[src/rtl/inst_queue.sv]
// FIFO that holds fetched instructions between the IF and ID stages.
// Optional same-cycle IF-to-ID bypass on an empty queue: define INST_QUEUE_BYPASS_EN.
module inst_queue #(
  parameter int ADDR_W = 32,
  parameter int INST_W = 32,
  parameter int DEPTH  = 4
) (
  input  logic              clk,
  input  logic              rst,
  input  logic              flush_i,
  input  logic              if_valid_i,
  input  logic [ADDR_W-1:0] if_pc_i,
  input  logic [INST_W-1:0] if_inst_i,
  output logic              if_ready_o,
  output logic              id_valid_o,
  output logic [ADDR_W-1:0] id_pc_o,
  output logic [INST_W-1:0] id_inst_o,
  input  logic              id_ready_i,
  output logic [$clog2(DEPTH):0] count_o
);

  localparam int PTR_W = $clog2(DEPTH);
  localparam int CNT_W = PTR_W + 1;
  localparam logic [CNT_W-1:0] DEPTH_C = CNT_W'(DEPTH);

  logic [ADDR_W-1:0] pc_mem   [DEPTH];
  logic [INST_W-1:0] inst_mem [DEPTH];

  logic [PTR_W-1:0] wr_ptr_q, wr_ptr_d;
  logic [PTR_W-1:0] rd_ptr_q, rd_ptr_d;
  logic [CNT_W-1:0] count_q, count_d;

  logic enq, deq, wr_en, rd_en, byp_active, byp_take;

  always_comb begin
    if_ready_o = !rst && (count_q < DEPTH_C);
    byp_active = 1'b0;
`ifdef INST_QUEUE_BYPASS_EN
    byp_active = (count_q == '0) && if_valid_i && !flush_i && !rst;
`else
`endif
    id_valid_o = !rst && !flush_i && ((count_q != '0) || byp_active);

    // Invalid head is presented as an all-zero NOP bubble.
    id_pc_o   = '0;
    id_inst_o = '0;
    if (id_valid_o) begin
      if (byp_active) begin
        id_pc_o   = if_pc_i;
        id_inst_o = if_inst_i;
      end else begin
        id_pc_o   = pc_mem[rd_ptr_q];
        id_inst_o = inst_mem[rd_ptr_q];
      end
    end

    enq = if_valid_i && if_ready_o && !flush_i;
    deq = id_valid_o && id_ready_i;
    // A bypassed entry consumed by ID in the same cycle never touches storage.
    byp_take = byp_active && id_ready_i;
    wr_en    = enq && !byp_take;
    rd_en    = deq && !byp_take;

    wr_ptr_d = wr_ptr_q;
    rd_ptr_d = rd_ptr_q;
    count_d  = count_q;
    if (flush_i) begin
      wr_ptr_d = '0;
      rd_ptr_d = '0;
      count_d  = '0;
    end else begin
      if (wr_en) wr_ptr_d = wr_ptr_q + PTR_W'(1);
      if (rd_en) rd_ptr_d = rd_ptr_q + PTR_W'(1);
      case ({wr_en, rd_en})
        2'b10:   count_d = count_q + CNT_W'(1);
        2'b01:   count_d = count_q - CNT_W'(1);
        default: count_d = count_q;
      endcase
    end
  end

  always_ff @(posedge clk) begin
    if (rst) begin
      wr_ptr_q <= '0;
      rd_ptr_q <= '0;
      count_q  <= '0;
    end else begin
      wr_ptr_q <= wr_ptr_d;
      rd_ptr_q <= rd_ptr_d;
      count_q  <= count_d;
    end
  end

  // Storage is deliberately left out of reset.
  always_ff @(posedge clk) begin
    if (wr_en) begin
      pc_mem[wr_ptr_q]   <= if_pc_i;
      inst_mem[wr_ptr_q] <= if_inst_i;
    end
  end

  assign count_o = count_q;

endmodule

[config.mk]
export PLATFORM = sky130hd
export DESIGN_NAME = inst_queue
export DESIGN_NICKNAME = d
export VERILOG_FILES = /design/src/rtl/inst_queue.sv
export SDC_FILE = /design/constraint.sdc
export NUM_CORES = 1
export LEC_CHECK = 0
export ABC_CLOCK_PERIOD_IN_PS = 3600
export BUFFER_PORTS_ARGS = -buffer_cell sky130_fd_sc_hd__buf_2
export CAP_MARGIN = 5
export CELL_PAD_IN_SITES_DETAIL_PLACEMENT = 0
export CELL_PAD_IN_SITES_GLOBAL_PLACEMENT = 1
export CORE_ASPECT_RATIO = 1.25
export CORE_MARGIN = 2
export CORE_UTILIZATION = 50
export DETAILED_ROUTE_END_ITERATION = 10
export MAX_ROUTING_LAYER = met4
export PLACE_DENSITY_LB_ADDON = 0.1
export SETUP_SLACK_MARGIN = 0.02
export SKIP_CTS_REPAIR_TIMING = 1
export SLEW_MARGIN = 10
export SYNTH_ARGS = -nofsm -noshare
export SYNTH_HDL_FRONTEND = slang
export SYNTH_SLANG_ARGS = --single-unit
[constraint.sdc]
create_clock -name clk -period 3.6 [get_ports clk]
set_input_delay 0.72 -clock clk [delete_from_list [all_inputs] [get_ports clk]]
set_output_delay 0.72 -clock clk [all_outputs]
set_load 0.05 [all_outputs]
# After elaboration in Yosys (flattened, before gate mapping)
# Memories as Yosys holds them, arrays and structs flattened. A register that Yosys moved wholly into a read port is not among the register bits.
# Index checks and enable logic that the tools add are counted.
# totals
ff_bits,7
ramBits,256
output_inout_bits,69
word_cells,32
mem_count,2
# classes
add_sub_neg,4
order_cmp,1
n_eq_ne,2
n_mux,9
n_reduce_logical,11
# mem_list
name,words,width,rd,rd_ports_with_merged_regs,wr,line_no,rtl
inst_mem,4,32,1,1,1,27,logic [INST_W-1:0] inst_mem [DEPTH];
pc_mem,4,32,1,1,1,26,logic [ADDR_W-1:0] pc_mem [DEPTH];
# op_table
cell,count
32-bit two-way mux,2
2-bit two-way mux,4
1-bit logical AND,6
3-bit case mux with 2 select lines,1
"2-bit by 1-bit adder with 2-bit output, second input constant",2
"3-bit by 1-bit adder with 3-bit output, second input constant",1
"3-bit < comparator, second input constant",1
3-bit nonzero test,1
"3-bit by 1-bit subtractor with 3-bit output, second input constant",1
"2-bit by 1-bit == test with 1-bit output, second input constant",1
"2-bit == test, second input constant",1
1-bit logical NOT,2
1-bit two-way mux,2
2-bit nonzero test,1
2-bit OR reduction,1

# Logic depth before layout (Yosys ltp)
# Gate-level depths: netlist of the first run.
# logic_depth
ltp_word,6
mapped_depth,10
mapped_depth_nobuf,9

# Worst setup path before layout of the first run
# OpenSTA, ideal clock, no wires.
# synth_timing
path_type,input to register
startpoint,input port rst
endpoint,memory inst_mem[1][0] (enable)
setup_ps,429
arrival_ps,2761
t_required_ps,3171
setup_slack_ps,411
cell_stages,2
path_cell_list,nor4b_1 -> and2_1
# synth_between
elab_chain_cells,6
# synth_rtl
element,line_no,rtl
from (decl),9,"input logic rst,"
1-bit logical NOT,36,if_ready_o = !rst && (count_q < DEPTH_C);
1-bit logical AND,36,
1-bit logical AND (2 in a row),57,enq = if_valid_i && if_ready_o && !flush_i;
1-bit two-way mux,96,if (wr_en) begin
1-bit two-way mux (implied by the code),98,inst_mem[wr_ptr_q] <= if_inst_i;
to (decl),27,
# No other way between the ends.

# Final worst setup path of the first run
# layout_timing
startpoint,"register count_q[2], in the netlist count_o[2]"
endpoint,output port id_pc_o[0]
# layout_between
elab_chain_cells,3
# layout_rtl
element,line_no,rtl
from (decl),31,"logic [CNT_W-1:0] count_q, count_d;"
from (signal assigned),90,count_q <= count_d;
3-bit nonzero test,42,id_valid_o = !rst && !flush_i && ((count_q != '0) || byp_active);
1-bit logical AND,42,
32-bit two-way mux,47,if (id_valid_o) begin
to (decl),16,"output logic [ADDR_W-1:0] id_pc_o,"
# No other way between the ends.

==> impl_metrics.toml, run 1 <==
[synthesis]
yosysUniqueCellTypes = 29
ys_seq_elements = 265
syn_area_sq_um = 10250
postSynthCellCount = 468
synth_fp_nets = 543
yosysSeqAreaShare = 0.7673
yosys_warnings = 0
avgSynthCellArea_sq_um = 21.91

[hold_path]
min_from = "if_pc_i[11]"
hp-class = "input pin to register"
whs_endpoint = "pc_mem[3][11]$_DFFE_PP_"
min_path_cells = 1

[detailed_routing]
via_per_inst = 5.527
drt_iter0_drc = 250
drt.antenna.violating_nets = 0
wirelength_um = 19670
wire_per_inst_um = 21.47
via_count = 5063
drc = 0
dr.pass1.iters = 4

[die]
die_y_um = 164.1
num_rows = 58
die_w_um = 132.1
die_area_sq_um = 21680
ios = 138
coreArea_sq_um = 20100
initial_core_util = 0.5101

[sta]
setup_viol = 0
drv_slew = 0
grt_setup_unrepaired = "false"
fin_skew_ps = 5.767
post-route-period-util = 0.8916
fmax_mhz = 311.5
setup_slack_ps = 390.2
min_period_ps = 3210
final_hold_viol_count = 0
relSlewSlack = 0.5785
tns_ps = 0
worst_slew_pin_slew_ps = 624.3

[critical_path]
crit_chain = "or3_2 -> buf_4 -> and3_1 -> buf_2"
critPathBufInv = 2
end_kind = "output port"
reg2reg_from = "count_o[2]$_SDFFE_PP0P_"
reg2reg_depth = 9
worst-endpoint-arrival_ps = 2490
crit_type = "register to output port"
rrSetupSlack_ps = 1010
critPathMaxStageDelay_ps = 460
required_ps = 2880
cp-start-kind = "register"
cp_top_family = "simple AND/OR/NAND/NOR gates"
crit_fanout = 43
cp-startpoint = "count_o[2]$_SDFFE_PP0P_"
r2r_end = "count_o[2]$_SDFFE_PP0P_"
worst_path_max_delay_cell = "dfxtp_1"

[job]
cap_viol_max_count = 0

[grt]
grt_usage = 0.1895
grt_max_degree = 44
grt_pass1_wl_um = 30390
antenna_found_initial = 3
grt_pass1_vias = 5507
globalRouteOverflowTotal = 0

[final_layout]
finalNetCount = 698
fin_area_sq_um = 12120
final_util = 0.6031
synthToLayoutAreaGrowth_pct = 18.23
drive_above_1_share = 0.4121

[clock_tree]
cts.clk_slew.worst_paths_ps = 60
clock_sinks = 265
insertion_delay_ps = 520
cts_tree = "built"
clockRootBuffer = "clkbuf_16"
htree_levels = 1
cts_buffers = 26
cts_buffer_depth = 3

[place]
hpwl_um = 11850
place_area_sq_um = 11280
port_buffers = 137
finalWeightedCongestion = 0.7645
place_ws_ps = 898.5

[run_status]
outcome = "finished clean"

[power_and_ir_drop]
power_uw = 6188
power.leakage_uw = 0.004399
peakVddDrop_v = 0.0003615
power_density_nw_per_um2 = 510.4
## stage by stage
stage / instances / hold slack (ps)
finish: 916 / 413.8
global route: 916 / 400.2
CTS: 913 / 392.9
detailed placement: 865 / 489.3
global placement: 865 / 464.9
floorplan: 468 / 458.6
## synthesized netlist by cell type (all sizes together)
cell	number	area (sq um)
o311ai	1	8.760
xnor2	1	8.760
nor2	9	33.78
xor2	3	26.28
mux2i	1	10.01
fa	1	20.02
o21ai	1	5.000
clkbuf	15	57.55
o211ai	1	7.510
dfxtp	9	180.2
or2	1	6.260
edfxtp	256	7687
mux4	64	1456
nor2b	1	6.260
nor3	1	5.000
and3	64	400.4
a21oi	2	10.01
buf	14	166.4
and2	4	25.02
nor4b	1	8.760
inv	8	30.03
nand2	1	3.750
or3	2	12.51
ha	5	62.56
o31ai	2	15.01
## layer usage
metal	routed length (um)	global-route usage	share of wire	up-vias
met5	0	-	0	-
met3	1057	0.03364	0.054	36
met2	10140	0.3281	0.52	147
met4	422	0.05534	0.021	0
met1	8045	0.2313	0.41	2626
li1	-	-	-	2254
## flip-flops by register name (all words and copies together), names as in the netlist, named ones only
signal	flops
pc_mem	128
inst_mem	128
rd_ptr_q	2
count_o	3
wr_ptr_q	2
## cells by family (layout without fill, tap and decap cells)
group | count (synthesis) | count (layout) | synth area share
adder cells (fa/ha/maj) | 6 | 6 | 0.008054
multiplexers | 65 | 65 | 0.1430
AND/OR/NAND/NOR | 84 | 84 | 0.04893
XOR/XNOR | 4 | 4 | 0.003417
AO/OA/AOI/OAI | 7 | 7 | 0.004515
other | 0 | 3 | 0
buffers and inverters | 37 | 212 | 0.02477
flip-flops | 265 | 265 | 0.7673
## area by class of cell
| type | count | area, sq um |
|---|---|---|
| Fill cell | 1512 | 7979 |
| Sequential cell | 265 | 7875 |
| Multi-Input combinational cell | 166 | 2151 |
| Timing Repair Buffer | 156 | 890.9 |
| Clock buffer | 32 | 694.4 |
| Tap cell | 270 | 337.8 |
| Clock inverter | 16 | 136.4 |
| Inverter | 8 | 30.03 |
| Antenna cell | 3 | 7.507 |
## where the power goes
part	switching, uW	total (uW)	internal [uW]
combinational	108	174	66.1
sequential	9.07	3420	3410
clock	1080	2590	1510
total	1190	6190	4990
## placed cells by master (no fill, tap or decap), drive strengths merged, types with 4 or more instances in the layout
cell,instances
clkbuf,32
ha,5
clkinvlp,4
mux4,64
and2,4
inv,8
dfxtp,9
edfxtp,256
buf,156
and3,64
clkinv,10
nor2,9
## worst reg2reg max path, delay by kind of cell (launching register included)
family                     cells  cell delay (ps)
AOI/OAI and AO/OA              1              150
xor gates and xnor gates       1              160
adders and majority gates      2              570
buffers and inverters          1               60
DFF                            1              460
and+or+nand+nor                4             1110
## worst max path at each step
| stage | to | slack (ps) | cells past startpoint |
|---|---|---|---|
| 5_1_grt | id_pc_o[0] | 260 | 4 |
| 2_1_floorplan | inst_mem[1][0]$_DFFE_PP_ | 410 | 2 |
| 6_report | id_pc_o[0] | 390 | 4 |
| 4_1_cts | id_pc_o[14] | 340 | 4 |
| 3_5_place_dp | id_pc_o[0] | 900 | 5 |
| 3_3_place_gp | id_pc_o[0] | 890 | 5 |
(Power assumes the default switching activity.)
==> run 2: changes to the inputs <==
ABC_AREA = 1   (was default)
CORE_ASPECT_RATIO = 0.6   (was 1.25)
CORE_UTILIZATION = 46   (was 50)
SKIP_LAST_GASP = 1   (was default)
==> run 2 against run 1 <==
  * Die area is 10% higher
  * Largest cell class unchanged
  * Synthesized area grew 1.6%
  * Highest routed layer unchanged
  * Synthesized cell count up 76%
  * Total power decreased by 3.2%
  * Sequential power barely moved
  * Clock skew grew 3.0 ps
  * First-iteration DRC count up 70%
  * Final area increased by 0.81%
  * Critical path depth grew 2
  * Core utilization shrank 5.1 points
  * Sequential share of layout area down 0.54 points
  * Combinational power grew 4%
==> impl_metrics.toml, run 2 <==
[sta]
drv_slew = 0
grt_setup_unrepaired = "false"
post-route-period-util = 0.8826
relSlewSlack = 0.4361
hold_ws_ps = 417.1
setup_viol = 0
fmax_mhz = 314.7
min_period_ps = 3177
fin_skew_ps = 8.718
tns_ps = 0
worst_slew_pin_slew_ps = 845.9
final_hold_viol_count = 0

[place]
dp_cells = 1239
hpwl_um = 13590
port_buffers = 137
finalWeightedCongestion = 0.7469

[synthesis]
postSynth.asyncResetShare = 0
synth_fp_nets = 899
postSynthCellCount = 824
yosys-top-cells-count = "269 x nor2_1, 256 x edfxtp_1, 122 x o21ai_0, 68 x a21oi_1, 17 x inv_1"
yosys.area.top_type = "edfxtp_1"
avgSynthCellArea_sq_um = 12.64
synth.top_cell.area_share = 0.7382
yosysMostFrequentCell = "nor2_1"
ys_seq_elements = 265
yosysUniqueCellTypes = 19
synthFlopType = "edfxtp_1"
ys_top_cells_by_area = "edfxtp_1 74%, nor2_1 9.7%, o21ai_0 5.9%, a21oi_1 3.3%, dfxtp_1 1.7%"
syn_area_sq_um = 10410
yosysSeqAreaShare = 0.7555
yosys_warnings = 0
synth-edff-count = 256

[grt]
grt_pass1_wl_um = 36050
grt_max_degree = 66
grt_pass1_vias = 6487
grt_usage = 0.2045
globalRouteOverflowTotal = 0
antenna_found_initial = 5

[power_and_ir_drop]
power_density_nw_per_um2 = 490.1
power_uw = 5989
power.leakage_uw = 0.004471
power_switching_uw = 1182
pwr-share-seq = 0.571
internal_power_uw = 4806
clock_power_share = 0.399
peakVddDrop_v = 0.0003274
combPwrFrac = 0.030
switching_share = 0.1974

[final_layout]
synthToLayoutAreaGrowth_pct = 17.35
layout_common_cells = "265 x nor2_1, 256 x edfxtp_1, 137 x buf_2"
layout_commonest_cell = "nor2_1"
final_cells = 1287
finalNetCount = 1033
drive_above_1_share = 0.1992
final_util = 0.5524

[hold_path]
hp-class = "input pin to register"
min_path_cells = 1

[run_status]
outcome = "finished clean"

[critical_path]
worst-endpoint-arrival_ps = 2460
reg2reg_depth = 11
cp-start-kind = "register"
end_kind = "output port"
crit_fanout = 41
crit_type = "register to output port"
required_ps = 2880

[clock_tree]
cts_buffers = 25
cts_tree = "built"
cts.clk_slew.worst_paths_ps = 60
cts_buffer_depth = 3
htree_levels = 1
clockRootBuffer = "clkbuf_16"
clock_sinks = 265
insertion_delay_ps = 510

[detailed_routing]
wirelength_um = 23260
via_per_inst = 5.114
dr.pass1.iters = 5
drt_iter0_drc = 424
drt.antenna.violating_nets = 0
drc = 0
via_count = 6582
wire_per_inst_um = 18.07

[die]
initial_core_util = 0.4707
die_area_sq_um = 23900
die_w_um = 198.2
coreArea_sq_um = 22120
num_rows = 42
ios = 138
die_y_um = 120.5

[job]
cap_viol_max_count = 0
==> run 2: path summary, 6_finish.rpt <==
| check | to | start | slack, ps |
|---|---|---|---|
| worst max-delay path | id_inst_o[13] | register | 420 |
| worst min register to register | count_o[0]$_SDFFE_PP0P_ | count_o[0]$_SDFFE_PP0P_ | 530 |
| worst max register to register | count_o[2]$_SDFFE_PP0P_ | count_o[2]$_SDFFE_PP0P_ | 1600 |
| worst min-delay path | inst_mem[1][17]$_DFFE_PP_ | if_inst_i[17] | 420 |
==> run 2: kinds of logic (layout without fill, tap and decap cells) <==
logic type	Yosys count	in the layout	share of synthesized area
DFF	265	265	0.7555
other	0	5	0
xor gates and xnor gates	1	1	0.0008412
adders and majority gates	6	6	0.007930
buffers and inverters	68	218	0.03665
and+or+nand+nor	284	284	0.1030
AOI/OAI and AO/OA	200	200	0.09612
==> run 2: stage by stage <==
stage                     worst slack, ps  instance area [sq um]
after CTS                           399.0                  12210
after global routing                273.1                  12220
after detailed placement            850.7                  11480
after floorplan                    -776.9                  10410
final                               422.8                  12220
after global placement              914.3                  11480
==> run 2: final cells by class <==
type / count / area, sq um
multi-input combinational: 491 / 2197
inverter: 19 / 72.57
fill: 1825 / 9903
antenna: 5 / 12.51
clock inverter: 11 / 75.07
tap: 308 / 385.4
timing repair buffer: 156 / 953.4
sequential: 265 / 7873
clock buffer: 32 / 651.9
==> run 2: power groups by stage <==
stage | clock, uW | combinational, uW | sequential (uW)
after global placement | 0 | 175 | 3480
after CTS | 2450 | 184 | 3420
after global routing | 2580 | 204 | 3420
after detailed placement | 0 | 184 | 3490
final | 2390 | 181 | 3420
after floorplan | 0 | 80.0 | 3490
==> run 2: worst max-delay path, cell delays in order, from the launching register on <==
cell	delay (ps)
dfxtp_4	530
buf_4	470
nor2_1	90
nor2_1	100
o21ai_0	100
a21oi_1	290
buf_2	330
==> run 2: per-layer routing <==
layer / up-vias / GRT usage / wire [um] / share of wire
met4: 0 / 0.04041 / 403 / 0.017
met5: - / - / 0 / 0
li1: 3188 / - / - / -
met2: 185 / 0.3230 / 10780 / 0.46
met3: 32 / 0.03961 / 1492 / 0.064
met1: 3177 / 0.2809 / 10580 / 0.46
